===== src/rtl/mem_port_arbiter_pkg.sv =====
// rtl/mem_port_arbiter_pkg.sv - shared types and constants for the memory port arbiter
// Read-return ownership encoding and default bus widths.
package mem_arb_pkg;

  localparam int ADDR_W_DEF   = 16;
  localparam int DATA_W_DEF   = 16;
  localparam int STARVE_CNT_W = 4;

  typedef enum logic [1:0] {
    OWN_NONE  = 2'd0,
    OWN_FETCH = 2'd1,
    OWN_LDST  = 2'd2
  } owner_t;

endpackage


===== src/rtl/mem_port_arbiter_if.sv =====
// rtl/mem_port_arbiter_if.sv - fetch, load/store and memory signals of the arbiter
// slave is the arbiter's view; master is the cpu/memory side that drives requests and read data.
interface mem_port_arbiter_if
  import mem_arb_pkg::*;
#(
  parameter int ADDR_W = ADDR_W_DEF,
  parameter int DATA_W = DATA_W_DEF
);

  logic [ADDR_W-1:0] i_pc_addr;
  logic              i_pc_rd;
  logic              o_pc_waitreq;
  logic              o_pc_rdvalid;
  logic [DATA_W-1:0] o_pc_rddata;

  logic [ADDR_W-1:0] i_ldst_addr;
  logic              i_ldst_rd;
  logic              i_ldst_wr;
  logic [DATA_W-1:0] i_ldst_wrdata;
  logic              o_ldst_waitreq;
  logic              o_ldst_rdvalid;
  logic [DATA_W-1:0] o_ldst_rddata;

  logic [ADDR_W-1:0] o_mem_addr;
  logic              o_mem_rd;
  logic              o_mem_wr;
  logic [DATA_W-1:0] o_mem_wrdata;
  logic [DATA_W-1:0] i_mem_rddata;

  logic              o_err;

  modport slave (
    input  i_pc_addr, i_pc_rd,
    output o_pc_waitreq, o_pc_rdvalid, o_pc_rddata,
    input  i_ldst_addr, i_ldst_rd, i_ldst_wr, i_ldst_wrdata,
    output o_ldst_waitreq, o_ldst_rdvalid, o_ldst_rddata,
    output o_mem_addr, o_mem_rd, o_mem_wr, o_mem_wrdata,
    input  i_mem_rddata,
    output o_err
  );

  modport master (
    output i_pc_addr, i_pc_rd,
    input  o_pc_waitreq, o_pc_rdvalid, o_pc_rddata,
    output i_ldst_addr, i_ldst_rd, i_ldst_wr, i_ldst_wrdata,
    input  o_ldst_waitreq, o_ldst_rdvalid, o_ldst_rddata,
    input  o_mem_addr, o_mem_rd, o_mem_wr, o_mem_wrdata,
    output i_mem_rddata,
    input  o_err
  );

endinterface


===== src/rtl/mem_port_arbiter_starve_ctr.sv =====
// rtl/mem_port_arbiter_starve_ctr.sv - saturating count of consecutive denied fetch cycles
// at_limit tells the arbiter that fetch must win this cycle.
module arb_starve_ctr
  import mem_arb_pkg::*;
#(
  parameter int W = STARVE_CNT_W
) (
  input  logic         clk,
  input  logic         reset,
  input  logic         inc,
  input  logic         clr,
  input  logic [W-1:0] limit,
  output logic         at_limit
);

  logic [W-1:0] cnt_q;
  logic [W-1:0] cnt_d;

  always_comb begin
    cnt_d = cnt_q;
    if (clr) begin
      cnt_d = '0;
    end else if (inc && (cnt_q != limit)) begin
      cnt_d = cnt_q + W'(1);
    end
  end

  always_ff @(posedge clk) begin
    if (reset) begin
      cnt_q <= '0;
    end else begin
      cnt_q <= cnt_d;
    end
  end

  assign at_limit = (cnt_q == limit);

endmodule


===== src/rtl/mem_port_arbiter.sv =====
// rtl/mem_port_arbiter.sv - shares one single-port memory between fetch and load/store
// Load/store has priority unless fetch has been starved for STARVE_LIMIT cycles.
module mem_port_arbiter
  import mem_arb_pkg::*;
#(
  parameter int ADDR_W       = ADDR_W_DEF,
  parameter int DATA_W       = DATA_W_DEF,
  parameter int STARVE_LIMIT = 4
) (
  input logic             clk,
  input logic             reset,
  mem_port_arbiter_if.slave bus
);

  localparam logic [STARVE_CNT_W-1:0] LIMIT = STARVE_CNT_W'(STARVE_LIMIT);

  logic pc_req;
  logic ldst_req;
  logic ldst_is_wr;
  logic at_limit;
  logic fetch_wins;
  logic gnt_pc;
  logic gnt_ldst;

  logic [ADDR_W-1:0] addr_q;
  logic [ADDR_W-1:0] addr_d;
  logic [DATA_W-1:0] wrdata_q;
  logic [DATA_W-1:0] wrdata_d;
  owner_t            owner_q;
  owner_t            owner_d;
  logic              err_q;
  logic              err_d;

  assign pc_req     = bus.i_pc_rd;
  assign ldst_req   = bus.i_ldst_rd | bus.i_ldst_wr;
  // rd and wr together is resolved as a write
  assign ldst_is_wr = bus.i_ldst_wr;

  assign fetch_wins = pc_req & (at_limit | ~ldst_req);
  assign gnt_pc     = ~reset & fetch_wins;
  assign gnt_ldst   = ~reset & ldst_req & ~fetch_wins;

  arb_starve_ctr #(
    .W (STARVE_CNT_W)
  ) u_starve_ctr (
    .clk      (clk),
    .reset    (reset),
    .inc      (pc_req & ~gnt_pc),
    .clr      (~pc_req | gnt_pc),
    .limit    (LIMIT),
    .at_limit (at_limit)
  );

  always_comb begin
    addr_d   = addr_q;
    wrdata_d = wrdata_q;
    owner_d  = OWN_NONE;
    if (gnt_pc) begin
      addr_d  = bus.i_pc_addr;
      owner_d = OWN_FETCH;
    end else if (gnt_ldst) begin
      addr_d = bus.i_ldst_addr;
      if (ldst_is_wr) begin
        wrdata_d = bus.i_ldst_wrdata;
      end else begin
        owner_d = OWN_LDST;
      end
    end
  end

  assign err_d = err_q | (bus.i_ldst_rd & bus.i_ldst_wr);

  always_ff @(posedge clk) begin
    if (reset) begin
      addr_q   <= '0;
      wrdata_q <= '0;
      owner_q  <= OWN_NONE;
      err_q    <= 1'b0;
    end else begin
      addr_q   <= addr_d;
      wrdata_q <= wrdata_d;
      owner_q  <= owner_d;
      err_q    <= err_d;
    end
  end

  // Idle cycles keep presenting the last address/data to the memory
  assign bus.o_mem_addr   = addr_d;
  assign bus.o_mem_wrdata = wrdata_d;
  assign bus.o_mem_rd     = gnt_pc | (gnt_ldst & ~ldst_is_wr);
  assign bus.o_mem_wr     = gnt_ldst & ldst_is_wr;

  assign bus.o_pc_waitreq   = reset | (pc_req & ~gnt_pc);
  assign bus.o_ldst_waitreq = reset | (ldst_req & ~gnt_ldst);

  // Gating with reset drops a read that was granted just before reset
  assign bus.o_pc_rdvalid   = ~reset & (owner_q == OWN_FETCH);
  assign bus.o_ldst_rdvalid = ~reset & (owner_q == OWN_LDST);
  assign bus.o_pc_rddata    = bus.i_mem_rddata;
  assign bus.o_ldst_rddata  = bus.i_mem_rddata;

  assign bus.o_err = err_q;

endmodule

===== src/flat_wrapper.sv =====
// flat-port wrapper written by rule: the top's interface ports become plain ports
module mem_port_arbiter_flat import mem_arb_pkg::*;
#(
  parameter int ADDR_W       = ADDR_W_DEF,
  parameter int DATA_W       = DATA_W_DEF,
  parameter int STARVE_LIMIT = 4
)
  (clk, reset, bus_i_pc_addr, bus_i_pc_rd, bus_o_pc_waitreq, bus_o_pc_rdvalid, bus_o_pc_rddata, bus_i_ldst_addr, bus_i_ldst_rd, bus_i_ldst_wr, bus_i_ldst_wrdata, bus_o_ldst_waitreq, bus_o_ldst_rdvalid, bus_o_ldst_rddata, bus_o_mem_addr, bus_o_mem_rd, bus_o_mem_wr, bus_o_mem_wrdata, bus_i_mem_rddata, bus_o_err);
  mem_port_arbiter_if #(.ADDR_W(ADDR_W), .DATA_W(DATA_W)) bus_i ();
  input logic clk;
  input logic reset;
  input wire logic [$bits(bus_i.i_pc_addr)-1:0] bus_i_pc_addr;
  input wire logic [$bits(bus_i.i_pc_rd)-1:0] bus_i_pc_rd;
  output wire logic [$bits(bus_i.o_pc_waitreq)-1:0] bus_o_pc_waitreq;
  output wire logic [$bits(bus_i.o_pc_rdvalid)-1:0] bus_o_pc_rdvalid;
  output wire logic [$bits(bus_i.o_pc_rddata)-1:0] bus_o_pc_rddata;
  input wire logic [$bits(bus_i.i_ldst_addr)-1:0] bus_i_ldst_addr;
  input wire logic [$bits(bus_i.i_ldst_rd)-1:0] bus_i_ldst_rd;
  input wire logic [$bits(bus_i.i_ldst_wr)-1:0] bus_i_ldst_wr;
  input wire logic [$bits(bus_i.i_ldst_wrdata)-1:0] bus_i_ldst_wrdata;
  output wire logic [$bits(bus_i.o_ldst_waitreq)-1:0] bus_o_ldst_waitreq;
  output wire logic [$bits(bus_i.o_ldst_rdvalid)-1:0] bus_o_ldst_rdvalid;
  output wire logic [$bits(bus_i.o_ldst_rddata)-1:0] bus_o_ldst_rddata;
  output wire logic [$bits(bus_i.o_mem_addr)-1:0] bus_o_mem_addr;
  output wire logic [$bits(bus_i.o_mem_rd)-1:0] bus_o_mem_rd;
  output wire logic [$bits(bus_i.o_mem_wr)-1:0] bus_o_mem_wr;
  output wire logic [$bits(bus_i.o_mem_wrdata)-1:0] bus_o_mem_wrdata;
  input wire logic [$bits(bus_i.i_mem_rddata)-1:0] bus_i_mem_rddata;
  output wire logic [$bits(bus_i.o_err)-1:0] bus_o_err;
  assign bus_i.i_pc_addr = bus_i_pc_addr;
  assign bus_i.i_pc_rd = bus_i_pc_rd;
  assign bus_o_pc_waitreq = bus_i.o_pc_waitreq;
  assign bus_o_pc_rdvalid = bus_i.o_pc_rdvalid;
  assign bus_o_pc_rddata = bus_i.o_pc_rddata;
  assign bus_i.i_ldst_addr = bus_i_ldst_addr;
  assign bus_i.i_ldst_rd = bus_i_ldst_rd;
  assign bus_i.i_ldst_wr = bus_i_ldst_wr;
  assign bus_i.i_ldst_wrdata = bus_i_ldst_wrdata;
  assign bus_o_ldst_waitreq = bus_i.o_ldst_waitreq;
  assign bus_o_ldst_rdvalid = bus_i.o_ldst_rdvalid;
  assign bus_o_ldst_rddata = bus_i.o_ldst_rddata;
  assign bus_o_mem_addr = bus_i.o_mem_addr;
  assign bus_o_mem_rd = bus_i.o_mem_rd;
  assign bus_o_mem_wr = bus_i.o_mem_wr;
  assign bus_o_mem_wrdata = bus_i.o_mem_wrdata;
  assign bus_i.i_mem_rddata = bus_i_mem_rddata;
  assign bus_o_err = bus_i.o_err;
  mem_port_arbiter #(.ADDR_W(ADDR_W), .DATA_W(DATA_W), .STARVE_LIMIT(STARVE_LIMIT)) u_core (.clk(clk), .reset(reset), .bus(bus_i));
endmodule

===== config.mk =====
export PLATFORM = sky130hd
export DESIGN_NAME = mem_port_arbiter_flat
export DESIGN_NICKNAME = d
export VERILOG_FILES = /design/src/rtl/mem_port_arbiter_pkg.sv /design/src/rtl/mem_port_arbiter_if.sv /design/src/rtl/mem_port_arbiter_starve_ctr.sv /design/src/rtl/mem_port_arbiter.sv /design/src/flat_wrapper.sv
export SDC_FILE = /design/constraint.sdc
export NUM_CORES = 1
export LEC_CHECK = 0
export ABC_AREA = 1
export BUFFER_PORTS_ARGS = -buffer_cell sky130_fd_sc_hd__buf_2
export CAP_MARGIN = 10
export CORE_UTILIZATION = 40
export CTS_BUF_LIST = sky130_fd_sc_hd__clkbuf_2
export DETAILED_ROUTE_END_ITERATION = 12
export HOLD_SLACK_MARGIN = 0.06
export PLACE_DENSITY_LB_ADDON = 0.1
export SYNTH_ARGS = -nofsm -noshare
export SYNTH_HDL_FRONTEND = slang
export SYNTH_SLANG_ARGS = --single-unit

===== constraint.sdc =====
create_clock -name clk -period 2.45 [get_ports clk]
set_input_delay 0.245 -clock clk [delete_from_list [all_inputs] [get_ports clk]]
set_output_delay 0.245 -clock clk [all_outputs]
set_load 0.02 [all_outputs]

# After elaboration in Yosys (flattened, before gate mapping)
# Cells that the tools add are included.
[totals]
register_bits = 39
in_bits = 69
output_inout_bits = 71
elab_cells = 47
[op_classes]
n_addsub = 1
n_eq_ne = 4
n_mux = 8
bitwise_logic = 25
n_reduce_logical = 3
[op_table]
columns = ["operator", "count"]
rows = [
  ["16-bit 2-to-1 mux", 5],
  ["1-bit bitwise AND", 11],
  ["1-bit NOT", 7],
  ["1-bit OR", 7],
  ["4-bit by 1-bit adder with 4-bit output, second input constant", 1],
  ["4-bit by 3-bit == test with 1-bit output, second input constant", 1],
  ["4-bit by 3-bit inequality test with 1-bit output, second input constant", 1],
  ["3-bit OR reduction", 1],
  ["2-bit by 1-bit == test with 1-bit output, second input constant", 1],
  ["2-bit == test, second input constant", 1],
  ["1-bit 2-to-1 mux", 2],
  ["2-bit 2-to-1 mux", 1],
  ["2-bit OR reduction", 1],
  ["1-bit logical AND", 1],
]

# Longest topological paths before layout
# Gate-level depths: netlist of run 1.
[logic_depth]
word_depth = 9
ltp_mapped = 10

# By module
# From an unflattened synthesis of run 1, not the netlist that was laid out.
[hier_totals]
hier_cells = 430
area_unflattened_um2 = 2527.4
[by_module_without_submodules]
columns = ["mod", "instances", "cells_per_inst", "area_each_um2", "seq_area_each_um2"]
rows = [
  ["mem_port_arbiter", 1, 379, 2229.6, 700.7],
  ["arb_starve_ctr", 1, 51, 297.8, 80.1],
]

# Least setup slack after synthesis of run 1
# Ideal clock, no wire load.
[synth_path]
path_type = "flip-flop to output port"
from = "register u_core.u_starve_ctr.cnt_q[0]"
to = "output bus_o_mem_rd"
arrival_time_ps = 1595
slack_ps = 610
path_stages_with_launch = 9
cell_sequence = "dfxtp_1 > inv_1 > ha_1 > nand3_2 > nand2_4 > nand2_4 > nand2_4 > buf_6 > o21ai_0"
[synth_between]
elab_chain_cells = 7
elab_cells_between_ends = 8
cone_classes = "eq/ne: 1; bitwise: 7"
[synth_rtl]
columns = ["element", "line_no", "source"]
rows = [
  ["start, declared", "mem_port_arbiter_starve_ctr.sv:16", "logic [W-1:0] cnt_q;"],
  ["start signal, assigned", "mem_port_arbiter_starve_ctr.sv:32", "cnt_q <= cnt_d;"],
  ["4-bit by 3-bit == test with 1-bit output *", "mem_port_arbiter_starve_ctr.sv:36", "assign at_limit = (cnt_q == limit);"],
  ["1-bit OR *", "mem_port_arbiter.sv:39", "assign fetch_wins = pc_req & (at_limit | ~ldst_req);"],
  ["1-bit bitwise AND *", "mem_port_arbiter.sv:39", ""],
  ["1-bit NOT", "mem_port_arbiter.sv:41", "assign gnt_ldst = ~reset & ldst_req & ~fetch_wins;"],
  ["1-bit bitwise AND", "mem_port_arbiter.sv:41", ""],
  ["1-bit bitwise AND", "mem_port_arbiter.sv:90", "assign bus.o_mem_rd = gnt_pc | (gnt_ldst & ~ldst_is_wr);"],
  ["1-bit OR *", "mem_port_arbiter.sv:90", ""],
  ["end, declared", "flat_wrapper.sv:25", "output wire logic [$bits(bus_i.o_mem_rd)-1:0] bus_o_mem_rd;"],
]
# Every way passes the cells marked *; elsewhere a longest branch is shown, timed or not.

# Worst setup path in the final report of run 1
# Ends and elaborated chain as after synthesis.

==> run_results.csv, run 1 <==
group,metric,value,unit
placement,dpl.hpwl,4.008,mm
min_path,hold_path_end,"u_core.addr_q[5]$_SDFF_PP0_",
logic_synthesis,ys.warnings.count,0,
routing,detail_route.vias_per_cell,4.401,
critical_path,crit_family,"simple AND/OR/NAND/NOR gates",
floorplanning,fp-row-count,28,
power_and_ir_drop,power,1.502,mW
placement,post_dp_cell_area,0.002760,mm2
final_layout,finalCoreUtilization,49.25,%
routing,vias,2394,
sta,post-route-min-period,2.286,ns
run,maxCapViolCount,0,
logic_synthesis,synth_area,0.002539,mm2
final_layout,antennaDiodeCount,0,
sta,rsz0062_at_grt,"true",
critical_path,start_kind,"register",
grt,grt_pass1_vias,2030,
critical_path,cp_num_buf_inv,2,
logic_synthesis,async_reset_ff_share,0,%
final_layout,final_cell_area,0.002968,mm2
critical_path,slowest_delay,0.39,ns
grt,grt.total_usage,17.33,%
grt,antenna_found_initial,0,
routing,wirelength,5.780,mm
critical_path,r2r_end,"u_core.addr_q[3]$_SDFF_PP0_",
final_layout,fin_cells,544,
sta,hold_viol,0,
sta,setup_viol,0,
floorplanning,die_h,81.67,um
logic_synthesis,yosysMostFrequentCell,"nand2_1",
floorplanning,dieArea,0.006669,mm2
run_status,run_status,"completed",
floorplanning,coreArea,0.006026,mm2
clock_network,htreeDepth,2,
clock_network,clock_latency,0.41,ns
sta,max-slew-margin-rel,66.44,%
clock_network,root_buffer,"clkbuf_2",
critical_path,path_class,"register to primary output",
logic_synthesis,synth_common_cells,"188 x nand2_1, 51 x inv_1, 39 x dfxtp_1",
critical_path,crit_chain,"inv_1, ha_1, nand3_2, nand2_4, nand2_4, nand2_4, o21ai_0, buf_2",
critical_path,reg2reg_from,"u_core.u_starve_ctr.cnt_q[0]$_SDFFE_PP0P_",
power_and_ir_drop,vdd_ir_drop_max,0.2383,mV
sta,setup_tns,0,ns
min_path,min_from,"bus_i_pc_addr[5]",
grt,grt_max_degree,34,
floorplanning,io_pins,140,
routing,drt_first_pass_iters,4,
min_path,min_path_cells,3,
critical_path,ff2ff_setup_slack,0.86,ns
routing,drc,0,
clock_network,cts-buffers-inserted,5,
sta,fin_crit_sh,93.31,%
sta,slew_violations,0,
floorplanning,start_util,42.13,%
grt,overflow,0,
placement,port_buffers,91,
critical_path,crit_path_max_fanout,16,
clock_network,clk_pin_slew,0.20,ns
logic_synthesis,ys.flop_type,"dfxtp_1",
sta,fin_ws,0.1639,ns
critical_path,critPathMostFrequentCell,"nand2_4",
logic_synthesis,netlist_instances,402,
sta,finClkSkew,0.01041,ns
sta,fmax,437.4,MHz
logic_synthesis,synth_nets,473,
power_and_ir_drop,pwr_density_cell,506.1,mW/mm2
final_layout,drive_above_1_share,28.36,%
min_path,holdCritPathClass,"input pin to register",
final_layout,n_fill_cell,636,
critical_path,worstPathArrival,2.04,ns
sta,hold_ws,0.09642,ns
placement,routabilityCongestion,0.7751,
logic_synthesis,yosysSeqAreaShare,30.75,%
routing,ant_nets,0,
floorplanning,die_w,81.67,um
power_and_ir_drop,p_leak,1.736,nW
critical_path,end_kind,"primary output",
routing,detail_route.wl_per_cell,10.63,um
critical_path,r2r_cells,8,
logic_synthesis,synth_top_area_share,30.75,%
final_layout,nNetsFinal,539,
grt,grt_pass1_wl,8.735,mm
clock_network,clock_path_buffers,2,
clock_network,clock_sinks,39,
critical_path,crit_slowest_cell,"dfxtp_2",
logic_synthesis,synth_area_per_cell,6.315,um2
sta,worst_pin_slew,0.5002,ns
logic_synthesis,ys_types,29,
logic_synthesis,synth_edf_count,0,
logic_synthesis,yosys.area.top_type,"dfxtp_1",
logic_synthesis,synth_top_cells_by_area,"dfxtp_1 31%, nand2_1 28%, buf_4 10%",
clock_network,cts_tree,"yes",
critical_path,cp.required,2.20,ns
placement,place_ws,0.4029,ns
placement,place_inst,525,
routing,initialDrtViolationCount,57,
logic_synthesis,synth.ff_latch_count,39,
final_layout,area_delta_synth_final,16.91,%
[report_power, final]
group | switching, mW | total (mW) | internal, mW
registers | 0.0125 | 0.686 | 0.673
logic | 0.269 | 0.426 | 0.157
clock network | 0.223 | 0.390 | 0.168
total | 0.504 | 1.50 | 0.998
[per-layer routing]
layer | vias up | GRT usage, % | part of all wire (%)
met1 | 1005 | 19.65 | 45
met2 | 69 | 30.00 | 46
met3 | 9 | 5.889 | 7.4
met4 | 0 | 6.316 | 1.3
met5 | - | 0 | 0
li1 | 1311 | - | -
[worst min-delay path: cells and delay by family]
kind | cells | cell delay [ns]
AO/OA/AOI/OAI | 1 | 0.06
buffers and inverters | 1 | 0.09
AND/OR/NAND/NOR | 1 | 0.07
[cell usage in the layout (no fill, tap or decap), types with 3 or more instances in the layout]
master and instances:
a21oi_2 9, dlygate4sd3_1 10, nand3b_1 3, buf_2 91, a21oi_1 28, nand2_2 9
clkbuf_2 5, dfxtp_1 37, nand2_4 3, inv_1 51, o21ai_0 3, nand2_1 188
nor2_1 5, buf_4 3
[worst max path at each step]
stage / to / depth (start not counted) / start
after floorplan: bus_o_mem_rd / 8 / u_core.u_starve_ctr.cnt_q[0]$_SDFFE_PP0P_
after global placement: bus_o_mem_wrdata[2] / 10 / u_core.u_starve_ctr.cnt_q[0]$_SDFFE_PP0P_
after detailed placement: bus_o_mem_wrdata[13] / 10 / u_core.u_starve_ctr.cnt_q[0]$_SDFFE_PP0P_
after CTS: bus_o_mem_wrdata[2] / 10 / u_core.u_starve_ctr.cnt_q[0]$_SDFFE_PP0P_
after global routing: bus_o_mem_addr[0] / 9 / u_core.u_starve_ctr.cnt_q[0]$_SDFFE_PP0P_
final: bus_o_mem_rd / 8 / u_core.u_starve_ctr.cnt_q[0]$_SDFFE_PP0P_
[kinds of logic after synthesis]
family          count (synthesis)  synth area share, %
xor+xnor                        2               0.6901
simple gates                  215                35.53
fa+ha+maj                       2               0.9855
buf+inv                       102                22.23
flops                          39                30.75
compound gates                 42                9.808
[sequential cells by signal, summed over array words and instances (netlist names)]
| register | flops |
|---|---|
| u_core.addr_q | 16 |
| u_core.bus.o_err | 1 |
| u_core.owner_q | 2 |
| u_core.u_starve_ctr.cnt_q | 4 |
| u_core.wrdata_q | 16 |
[layout make-up]
class / instances / area [um2] / area share (%)
Multi-Input combinational cell: 262 / 1214 / 40.89
Timing Repair Buffer: 104 / 578.1 / 19.48
Clock buffer: 5 / 25.02 / 0.8432
Sequential cell: 39 / 783.3 / 26.39
Clock inverter: 3 / 38.79 / 1.307
Tap cell: 75 / 93.84 / 3.162
Inverter: 56 / 235.2 / 7.926
[timing repair]
| item | in CTS | in global routing |
|---|---|---|
| hold endpoints to repair | 7 | 3 |
| resized for setup | 3 | 6 |
| endpoints found under the setup margin | 32 | 33 |
| hold buffers | 7 | 3 |
| setup buffers | 0 | 0 |
| gates cloned | 0 | 1 |
| pin swaps | 0 | 2 |
No activity file was read; power rests on OpenSTA's default activity.
==> run 2, diff against run 1 <==
--- a/config.mk
+++ b/config.mk
@@ -5,7 +5,6 @@
 export SDC_FILE = /design/constraint.sdc
 export NUM_CORES = 1
 export LEC_CHECK = 0
-export ABC_AREA = 1
 export BUFFER_PORTS_ARGS = -buffer_cell sky130_fd_sc_hd__buf_2
 export CAP_MARGIN = 10
 export CORE_UTILIZATION = 40
==> constraint.sdc (replaced) <==
create_clock -name clk -period 2.3 [get_ports clk]
set_input_delay 0.23 -clock clk [delete_from_list [all_inputs] [get_ports clk]]
set_output_delay 0.23 -clock clk [all_outputs]
set_load 0.02 [all_outputs]
==> run 2 against run 1 <==
Compared with the run above: cell count decreased by 17%; synthesized cell count is 26% lower; clock skew increased by 0.0031 ns; combinational power increased by 5.6%; critical path depth did not move; flip-flop and latch count unchanged; via count up 0.13%; sequential share of layout area down 1.1 points; largest cell class unchanged; highest routed layer unchanged.
==> run_results.csv, run 2 <==
group,metric,value,unit
routing,drt_first_pass_iters,4,
clock_network,root_buffer,"clkbuf_2",
sta,worst_pin_slew,0.9019,ns
final_layout,area_delta_synth_final,26.36,%
routing,detail_route.vias_per_cell,5.327,
clock_network,clk_pin_slew,0.20,ns
sta,fin_crit_sh,94.67,%
logic_synthesis,synth_top_area_share,31.82,%
logic_synthesis,synth_area_per_cell,8.289,um2
routing,ant_nets,0,
critical_path,end_kind,"primary output",
power_and_ir_drop,power,1.498,mW
routing,initialDrtViolationCount,119,
power_and_ir_drop,pwr_density_cell,483.0,mW/mm2
logic_synthesis,async_reset_ff_share,0,%
clock_network,cts_tree,"yes",
placement,dpl.hpwl,4.420,mm
logic_synthesis,yosysMostFrequentCell,"nand2_1",
sta,slew_violations,0,
min_path,min_path_cells,3,
final_layout,fin_cells,450,
grt,grt_pass1_vias,2221,
final_layout,final_common_cell,"buf_2",
logic_synthesis,ys.flop_type,"dfxtp_1",
logic_synthesis,yosysSeqAreaShare,31.82,%
critical_path,start_kind,"register",
final_layout,most-common-layout-cells,"91 x buf_2, 44 x nand2_1, 37 x dfxtp_1, 23 x dlygate4sd3_1",
floorplanning,io_pins,140,
logic_synthesis,yosys.area.top_type,"dfxtp_1",
routing,wirelength,6.773,mm
sta,post-route-min-period,2.177,ns
logic_synthesis,synth_top_cells_by_area,"dfxtp_1 32%, buf_4 10%, nand2_1 6.7%",
grt,grt_max_degree,20,
logic_synthesis,ys.warnings.count,0,
run,maxCapViolCount,0,
clock_network,clock_latency,0.39,ns
sta,hold_viol,0,
logic_synthesis,synth.ff_latch_count,39,
floorplanning,start_util,41.44,%
power_and_ir_drop,vdd_ir_drop_max,0.2221,mV
sta,fmax,459.3,MHz
sta,finClkSkew,0.01353,ns
power_and_ir_drop,p_leak,1.473,nW
grt,grt.total_usage,20.79,%
logic_synthesis,synth_nets,367,
floorplanning,die_h,80.32,um
routing,detail_route.wl_per_cell,15.05,um
critical_path,crit_path_max_fanout,16,
grt,grt_pass1_wl,10.47,mm
logic_synthesis,synth_common_cells,"44 x nand2_1, 39 x dfxtp_1, 33 x buf_4",
placement,port_buffers,91,
clock_network,htreeDepth,2,
clock_network,cts-buffers-inserted,5,
final_layout,nNetsFinal,445,
sta,fin_ws,0.1227,ns
clock_network,clock_path_buffers,2,
grt,antenna_found_initial,0,
logic_synthesis,netlist_instances,296,
final_layout,layout_top_registers,"u_core.addr_q: 16 flops, u_core.wrdata_q: 16 flops, u_core.u_starve_ctr.cnt_q: 4 flops",
floorplanning,coreArea,0.005921,mm2
critical_path,cp.required,2.07,ns
floorplanning,dieArea,0.006451,mm2
routing,vias,2397,
floorplanning,die_w,80.32,um
critical_path,worstPathArrival,1.95,ns
logic_synthesis,synth_edf_count,0,
final_layout,antennaDiodeCount,0,
routing,drc,0,
floorplanning,fp-row-count,28,
critical_path,r2r_cells,6,
logic_synthesis,ys_types,34,
placement,routabilityCongestion,0.7386,
sta,max-slew-margin-rel,39.65,%
placement,place_inst,413,
min_path,holdCritPathClass,"input pin to register",
logic_synthesis,synth_area,0.002454,mm2
clock_network,clock_sinks,39,
sta,setup_viol,0,
placement,place_ws,0.1828,ns
grt,overflow,0,
critical_path,path_class,"register to primary output",
run_status,run_status,"completed",
final_layout,drive_above_1_share,39.73,%
final_layout,n_fill_cell,580,
-- run 2: changes by cell type after synthesis, sizes merged, moves of 14 or more --
cell,previous run,this run
o211ai,1,16
a21bo,0,16
nand2,200,44
clkbuf,4,18
a21oi,37,16
inv,54,7
or3,0,16
-- run 2: layout make-up --
| type | count | area, um2 | share of cell area, % |
|---|---|---|---|
| inverter | 7 | 26.28 | 0.8475 |
| sequential | 39 | 783.3 | 25.26 |
| tap | 75 | 93.84 | 3.027 |
| multi-input combinational | 190 | 1300 | 41.93 |
| clock inverter | 2 | 12.51 | 0.4036 |
| timing repair buffer | 131 | 854.6 | 27.56 |
| clock buffer | 6 | 30.03 | 0.9685 |
-- run 2: stage by stage --
| stage | instance area [um2] | hold slack, ns | util (%) | TNS [ns] |
|---|---|---|---|---|
| floorplan | 2454 | 0.3674 | - | 0 |
| global placement | 2723 | 0.4472 | 45.98 | 0 |
| detailed placement | 2723 | 0.4552 | 45.98 | 0 |
| CTS | 3028 | 0.06105 | 51.14 | 0 |
| global route | 3100 | 0.06276 | 52.37 | -0.001347 |
| finish | 3100 | 0.08591 | 52.37 | 0 |
-- run 2: power breakdown --
group | internal [mW] | leakage [nW] | switching [mW]
Combinational | 0.211 | 1.12 | 0.239
Clock | 0.0776 | 0.0290 | 0.227
Sequential | 0.720 | 0.322 | 0.0222
-- run 2: final timing paths --
| check | startpoint | to | slack (ns) |
|---|---|---|---|
| max | u_core.u_starve_ctr.cnt_q[0]$_SDFFE_PP0P_ | bus_o_mem_wrdata[15] | 0.12 |
| min | bus_i_ldst_addr[5] | u_core.addr_q[5]$_SDFF_PP0_ | 0.09 |
| min reg2reg | u_core.addr_q[10]$_SDFF_PP0_ | u_core.addr_q[10]$_SDFF_PP0_ | 0.50 |
| max reg2reg | u_core.u_starve_ctr.cnt_q[0]$_SDFFE_PP0P_ | u_core.addr_q[14]$_SDFF_PP0_ | 0.68 |
-- run 2: kinds of logic (layout without fill, tap and decap cells) --
logic type	after synthesis	count (layout)	synth area share (%)
compound gates	89	89	30.80
xor+xnor	1	1	0.3570
fa+ha+maj	2	2	1.020
buf+inv	67	146	16.52
flops	39	39	31.82
mux	2	2	0.8159
simple gates	96	96	18.66
-- run 2: per-layer routing --
| metal | track usage [%] | up-vias | share of wire (%) |
|---|---|---|---|
| li1 | - | 1201 | - |
| met1 | 27.86 | 1127 | 48 |
| met2 | 33.50 | 65 | 47 |
| met3 | 3.977 | 4 | 4.9 |
| met4 | 6.429 | 0 | 0.65 |
| met5 | 0 | - | 0 |
-- run 2: what timing repair did --
item	4_1_cts	5_1_grt
gates resized for setup	7	4
setup buffers	3	2
pin swaps	1	1
setup endpoints to repair	34	34
hold buffers	19	4
endpoints found under the hold margin	19	4
cloned	1	0
-- run 2: worst max-delay path: stages, from the launching register on --
cell and delay, ns:
dfxtp_2 0.36, inv_1 0.08, ha_4 0.15, nand4b_1 0.10, buf_4 0.17, bufbuf_16 0.28, nand3_2 0.07, a21bo_2 0.21
buf_2 0.15
